<file path="config.mk">
export PLATFORM = sky130hd
export DESIGN_NAME = stack_seq
export DESIGN_NICKNAME = d
export VERILOG_FILES = /design/src/rtl/stack_seq.sv
export SDC_FILE = /design/constraint.sdc
export NUM_CORES = 1
export LEC_CHECK = 0
export BUFFER_PORTS_ARGS = -buffer_cell sky130_fd_sc_hd__buf_2
export CAP_MARGIN = 20
export CORE_UTILIZATION = 40
export DETAILED_ROUTE_END_ITERATION = 16
export PLACE_DENSITY = 0.72
export SKIP_LAST_GASP = 1
export SLEW_MARGIN = 25
export SYNTH_ARGS = -nofsm -noshare
export SYNTH_HDL_FRONTEND = slang
export SYNTH_SLANG_ARGS = --single-unit
export TNS_END_PERCENT = 20
</file>
<file path="constraint.sdc">
create_clock -name clk -period 2.89 [get_ports clk]
set_input_delay 0.1445 -clock clk [delete_from_list [all_inputs] [get_ports clk]]
set_output_delay 0.1445 -clock clk [all_outputs]
set_load 0.1 [all_outputs]
</file>
<file path="src/rtl/stack_seq.sv">
// Stack access sequencer: runs 1..3 byte pushes or pulls on the stack page and
// strobes the regfile S pointer once per completed bus access.
module stack_seq #(
  parameter logic [7:0] STACK_PAGE = 8'h01
) (
  input  logic        clk,
  input  logic        RST,
  input  logic        start,
  input  logic        op,
  input  logic [1:0]  cnt,
  input  logic [23:0] din,
  input  logic [7:0]  S,
  input  logic        RDY,
  input  logic [7:0]  DI,
  output logic [15:0] AB,
  output logic [7:0]  DO,
  output logic        WE,
  output logic        push,
  output logic        pull,
  output logic        busy,
  output logic        done,
  output logic [23:0] dout
);

  typedef enum logic [1:0] {IDLE, PUSH, PULL, PCAP} state_t;

  state_t      state_reg;
  logic [1:0]  cnt_reg;
  logic [1:0]  rem_reg;
  logic [1:0]  k_reg;
  logic [23:0] din_reg;
  logic [23:0] dout_reg;
  logic        done_reg;

  logic [1:0]  byte_sel;
  logic [4:0]  push_bit;
  logic [4:0]  cap_bit;

  // Bus outputs follow the live S so each access sees the previous strobe.
  always_comb begin
    byte_sel = cnt_reg - 2'd1 - k_reg;
    push_bit = {byte_sel, 3'b000};
    cap_bit  = {k_reg - 2'd1, 3'b000};
    AB   = 16'h0000;
    DO   = 8'h00;
    WE   = 1'b0;
    push = 1'b0;
    pull = 1'b0;
    case (state_reg)
      PUSH: begin
        AB   = {STACK_PAGE, S};
        DO   = din_reg[push_bit +: 8];
        WE   = RDY;
        push = RDY;
      end
      PULL: begin
        AB   = {STACK_PAGE, S + 8'd1};
        pull = RDY;
      end
      default: ;
    endcase
  end

  assign busy = (state_reg != IDLE);
  assign done = done_reg;
  assign dout = dout_reg;

  always_ff @(posedge clk) begin
    if (RST) begin
      state_reg <= IDLE;
      cnt_reg   <= 2'd0;
      rem_reg   <= 2'd0;
      k_reg     <= 2'd0;
      din_reg   <= 24'h0;
      dout_reg  <= 24'h0;
      done_reg  <= 1'b0;
    end else begin
      done_reg <= 1'b0;
      case (state_reg)
        IDLE: begin
          if (start && cnt != 2'd0) begin
            cnt_reg   <= cnt;
            rem_reg   <= cnt;
            k_reg     <= 2'd0;
            din_reg   <= din;
            dout_reg  <= 24'h0;
            state_reg <= op ? PULL : PUSH;
          end
        end
        PUSH: begin
          if (RDY) begin
            k_reg   <= k_reg + 2'd1;
            rem_reg <= rem_reg - 2'd1;
            if (rem_reg == 2'd1) begin
              state_reg <= IDLE;
              done_reg  <= 1'b1;
            end
          end
        end
        PULL: begin
          if (RDY) begin
            // DI now carries the byte addressed on the previous access
            if (k_reg != 2'd0)
              dout_reg[cap_bit +: 8] <= DI;
            k_reg   <= k_reg + 2'd1;
            rem_reg <= rem_reg - 2'd1;
            if (rem_reg == 2'd1)
              state_reg <= PCAP;
          end
        end
        PCAP: begin
          if (RDY) begin
            dout_reg[cap_bit +: 8] <= DI;
            state_reg <= IDLE;
            done_reg  <= 1'b1;
          end
        end
        default: state_reg <= IDLE;
      endcase
    end
  end

endmodule

</file>
Yosys cells after proc, flatten, opt, wreduce, memory -nomap -nowiden
Index checks and enable logic that the tools add are counted.
Widths: inputs -> output; s select.
{ "classes": {"n_mux": 28, "n_addsub": 7, "n_shift": 3, "n_reduce_logical": 12, "n_eq_ne": 12} }
{ "ops": {"columns": ["operator", "count"], "rows": [
  ["$mux 24", 4],
  ["$pmux 24 s3", 1],
  ["$bwmux 24", 1],
  ["$shift 8x7->24 const A", 1],
  ["$shiftx 24x6->8", 1],
  ["$shiftx 8x7->24", 1],
  ["$mux 2", 11],
  ["$pmux 9 s2", 1],
  ["$ne 2x2->1 const B", 7],
  ["$add 8x1->8 const B", 1],
  ["$mux 8", 1],
  ["$pmux 2 s2", 2],
  ["$pmux 2 s4", 1],
  ["$reduce_bool 2->1", 4],
  ["$neg 5->7", 1],
  ["$reduce_and 6->1", 1],
  ["$sub 2x1->2 const B", 3],
  ["$mux 1", 5],
  ["$reduce_and 5->1", 1],
  ["$eq 2x1->1 const B", 2],
  ["$eq 2x2->1 const B", 2],
  ["$reduce_and 3->1", 1],
  ["$reduce_bool 3->1", 1],
  ["$add 2x1->2 const B", 1],
  ["7 further kinds", 7]
]} }
{ "totals": {"input_bits": 47, "elab_cells": 69, "register_bits": 57} }

Logic depth before layout (Yosys ltp)
{ "logic_depth": {"word_depth": 7, "ltp_mapped": 8, "depth_no_buf": 6} }

Worst setup path after synthesis
OpenSTA, ideal clock, no wires.
{ "synth_timing": {"path_kind": "register -> output", "from": "register state_reg[1]", "to": "output port AB[4]", "path_stages_with_launch": 6, "setup_slack_ns": -1.260, "arrival_time_ns": 4.006, "path_buffers": 2, "t_required_ns": 2.746, "cell_sequence": "dfxtp_1 inv_1 ha_1 buf_6 clkbuf_1 a21boi_0"} }
{ "synth_via": {"elab_chain_cells": 2} }
{ "synth_rtl": {"columns": ["element", "line", "text"], "rows": [
  ["start: declaration", "27", "state_t state_reg;"],
  ["start signal: assignment", "87", "state_reg <= op ? PULL : PUSH;"],
  ["$eq 2x2->1 / $eq 2x1->1 (equally long branches)", "49", "case (state_reg)"],
  ["$pmux 9 s2 (*)", "49", null],
  ["end: declaration", "15", "output logic [15:0] AB,"]
]} }
Every way passes the cells marked *; elsewhere a longest branch is shown, timed or not.

Final worst setup path
{ "layout_timing": {"from": "register k_reg[0]", "to": "output port DO[2]"} }
{ "layout_via": {"elab_chain_cells": 3} }
{ "layout_rtl": {"columns": ["element", "line", "text"], "rows": [
  ["start: declaration", "30", "logic [1:0] k_reg;"],
  ["start signal: assignment", "92", "k_reg <= k_reg + 2'd1;"],
  ["start signal: assignment", "105", "k_reg <= k_reg + 2'd1;"],
  ["$sub 2x2->2", "41", "byte_sel = cnt_reg - 2'd1 - k_reg;"],
  ["$shiftx 24x6->8", "52", "DO = din_reg[push_bit +: 8];"],
  ["$mux 8", "49", null],
  ["end: declaration", "16", "output logic [7:0] DO,"]
]} }
No other way between the ends.

==> impl_metrics.csv <==
group,metric,value,unit
setup_path,cp.buffers_inverters,2,
setup_path,worst-path-max-fanout,8,
power_and_ir_drop,power.density,916,mW/mm^2
route,drt_first_iter_violations,92,
setup_path,worstReg2RegStart,"state_reg[1]$_SDFFE_PP0P_",
power_and_ir_drop,combinationalPowerShare,49.2,%
worst_hold_path,worst_hold_path.num_cells,3,
clock_network,clock_latency,0.34,ns
global_routing,pin_count_of_the_biggest_net_entering_global_routing,55,
route,length_of_the_first_detailed_routing_pass_in_iterations,4,
layout,finish.net_count,490,
power_and_ir_drop,p_seq_share,27.5,%
global_routing,number_of_antenna_violations_at_the_first_check_in_global_routing,0,
flow_run,maximum_capacitance_violations,0,
setup_path,ff2ff_setup_slack,0.43,ns
layout,nFillCells,702,
power_and_ir_drop,cellLeakagePower,1.65,nW
route,vias,2709,
setup_path,timing.critical_path.slowest_cell_delay,0.45,ns
layout,syn_to_final_growth,23.5,%
synthesis,yosysSeqAreaShare,38.2,%
placement,dp_cells,517,
synthesis,dominant_cells_by_area_after_synthesis,"sky130_fd_sc_hd__dfxtp_1 38%, sky130_fd_sc_hd__nand2_1 9.4%, sky130_fd_sc_hd__mux2i_1 9.4%, sky130_fd_sc_hd__a21oi_1 5.9%, sky130_fd_sc_hd__ha_1 5.9%",
global_routing,grt_remaining_overflow,0,
clock_network,tritoncts,"built",
worst_hold_path,timing.hold.worst.class,"in2reg",
power_and_ir_drop,p_switching,1.52,mW
status,run_status,"completed",
route,final_wirelength,6880,um
route,dr_vias_cell,5.09,
synthesis,ys.flop_type,"sky130_fd_sc_hd__dfxtp_1",
sta,timing.max_slew.rel_slack,36.9,%
setup_path,crit_chain,"inv_1, ha_1, xnor2_1, xnor2_1, nand2_1, o2bb2ai_1, buf_2",
setup_path,r2r_path_end,"dout[23]$_SDFFE_PP0P_",
synthesis,yosysWarningCount,0,
clock_network,clock_sink_count,57,
layout,drive_above_1_share,28.4,%
route,number_of_remaining_drc_errors,0,
setup_path,path_delay_family,"buffers and inverters",
clock_network,post-cts-setup-buffers,0,
floorplanning,placementRows,31,
setup_path,cp-start-kind,"flop",
setup_path,most_frequent_cell_on_the_critical_path,"sky130_fd_sc_hd__xnor2_1",
synthesis,post-synth-top-area-fraction,38.2,%
global_routing,met2_usage,31.0,%
global_routing,first_pass_grt_wire_length,11100,um
clock_network,tritoncts.num_buffers,9,
worst_hold_path,min_delay_worst_endpoint,"din_reg[6]$_SDFFE_PP0P_",
setup_path,worstPathArrival,2.57,ns
clock_network,maximum_buffer_depth_of_the_clock_tree,2,
sta,final_max_slew_viol_count,0,
placement,hpwlAfterDp,4940,um
layout,diode_count,0,
sta,timing.final.hold_violations,0,
worst_hold_path,worstHoldStart,"din[6]",
global_routing,groute.layer.met1.usage,21.4,%
setup_path,category_of_the_critical_setup_timing_path,"reg2out",
sta,finalSetupViolations,0,
clock_network,root_buffer,"sky130_fd_sc_hd__clkbuf_8",
layout,register_area,0.00114,sq mm
floorplanning,floorplan.die_area,0.00782,sq mm
clock_network,htree_num_levels,3,
synthesis,post_synth.cell_area_avg,8.69,sq um
power_and_ir_drop,switching_share,44.9,%
sta,period_needed,2.71,ns
synthesis,asr_flop_ratio_synth,0,%
synthesis,netlist_instances,344,
floorplanning,die_width,88.4,um
synthesis,synth.cell_area,0.00299,sq mm
layout,most_frequent_standard_cell_in_the_layout_excluding_fill_and_tap_cells,"sky130_fd_sc_hd__buf_2",
power_and_ir_drop,clockPowerShare,23.3,%
global_routing,peak_usage_layer_in_the_global_routing_report,"met2",
floorplanning,initial_utilization,41.2,%
sta,tightest_slew,0.946,ns
synthesis,ys_seq_elements,57,
placement,globalplace.congestion,0.749,
sta,post-route-period-util,93.9,%
synthesis,synth_edf_count,0,
global_routing,number_of_global_route_vias_before_repair,2400,
floorplanning,die-height,88.4,um
layout,multi_input_area,0.00171,sq mm
setup_path,r2r_cells,6,
layout,final_non_filler_cell_total,532,
setup_path,required,2.75,ns
layout,layout_common_cells,"91 x sky130_fd_sc_hd__buf_2, 75 x sky130_fd_sc_hd__nand2_1, 57 x sky130_fd_sc_hd__dfxtp_1",
sta,rsz0062_at_grt,"yes",
global_routing,met3_resource_use_gr,6.72,%
global_routing,track_usage,18.4,%
placement,port_buffer_count,92,
power_and_ir_drop,internal-power,1.86,mW
route,drtAntennaViolNets,0,
clock_network,worst_setup_hold_path_clk_slew,0.07,ns
route,wl_per_cell,12.9,um
setup_path,worst_path_max_delay_cell,"sky130_fd_sc_hd__dfxtp_1",
floorplanning,io_pins,100,
floorplanning,coreArea,0.00725,sq mm
sta,fin_worst_skew,0.00858,ns
power_and_ir_drop,irDropWorstVdd,451,uV
synthesis,yosysTopAreaCell,"sky130_fd_sc_hd__dfxtp_1",
setup_path,critical_path.endpoint_type,"output port",
synthesis,yosys.cell_types.count,49,
sta,fin_hold_ws,0.0440,ns
sta,fmax,369,MHz
==> how the worst max path moves through the flow <==
stage                               from               endpoint  slack [ns]  cells after the start
2_1_floorplan  state_reg[1]$_SDFFE_PP0P_                  AB[1]       -0.42                      5
3_3_place_gp   state_reg[1]$_SDFFE_PP0P_  dout[23]$_SDFFE_PP0P_        0.57                      6
3_5_place_dp   state_reg[1]$_SDFFE_PP0P_  dout[23]$_SDFFE_PP0P_        0.43                      6
4_1_cts            k_reg[0]$_SDFFE_PP0P_                  DO[2]        0.12                      7
5_1_grt            k_reg[0]$_SDFFE_PP0P_                  DO[2]       -0.04                      7
6_report           k_reg[0]$_SDFFE_PP0P_                  DO[2]        0.18                      7
==> worst min-delay path: stages <==
cell	delay (ns)
sky130_fd_sc_hd__buf_2	0.09
sky130_fd_sc_hd__nand2_1	0.04
sky130_fd_sc_hd__a21oi_1	0.05
==> cells in the mapped netlist (all sizes together) (3+ instances only) <==
library cell	count
a21boi	3
and2	3
mux2	3
nand2	75
o21ai	8
nand2b	17
mux2i	28
ha	14
a21oi	36
nor2	8
dfxtp	57
clkbuf	9
buf	17
a211oi	3
o21a	3
nor3b	3
a22o	8
o2bb2ai	8
nor2b	4
inv	7
nand3	5
nor3	3
==> final cells by class <==
cell class / instances / share of cell area [%]
timing repair buffer: 94 / 13.0
clock inverter: 2 / 0.950
inverter: 7 / 0.712
clock buffer: 13 / 4.85
tap: 99 / 3.36
sequential: 57 / 30.9
multi-input combinational: 260 / 46.2
==> kinds of logic after synthesis <==
kind of cell / share of synthesized area (%)
buffers and inverters: 6.07
adders and majority gates: 5.86
other: 0.126
AOI/OAI and AO/OA: 17.3
xor gates and xnor gates: 0.880
and+or+nand+nor: 21.0
DFF: 38.2
muxes: 10.6
==> layer usage <==
| metal | wire (um) | part of all wire [%] |
|---|---|---|
| met2 | 3370 | 49 |
| met1 | 2960 | 43 |
| met3 | 438 | 6.4 |
| met4 | 111 | 1.6 |
| met5 | 0 | 0 |
==> metrics by stage <==
stage | util [%] | cell area (sq um) | TNS [ns] | total power, mW | worst slack (ns)
after global routing | 50.9 | 3690 | -0.212 | 3.58 | -0.0439
after detailed placement | 47.8 | 3470 | 0 | 2.60 | 0.432
after global placement | 47.8 | 3470 | 0 | 2.57 | 0.572
after CTS | 50.7 | 3680 | 0 | 3.40 | 0.120
final | 50.9 | 3690 | 0 | 3.38 | 0.177
after floorplan | - | 3020 | -1.96 | 2.37 | -0.418
==> power by group through the flow <==
| stage | combinational (mW) | clock, mW | sequential (mW) |
|---|---|---|---|
| after global routing | 1.79 | 0.850 | 0.937 |
| final | 1.66 | 0.787 | 0.928 |
| after floorplan | 1.44 | 0 | 0.937 |
| after detailed placement | 1.65 | 0 | 0.945 |
| after global placement | 1.63 | 0 | 0.942 |
| after CTS | 1.66 | 0.815 | 0.928 |
==> timing repair <==
item / in CTS / in global routing
gates resized for setup: 0 / 2
setup endpoints to repair: 0 / 8
hold buffers: 0 / 0
Note: power is estimated with default switching activity, not from simulation.
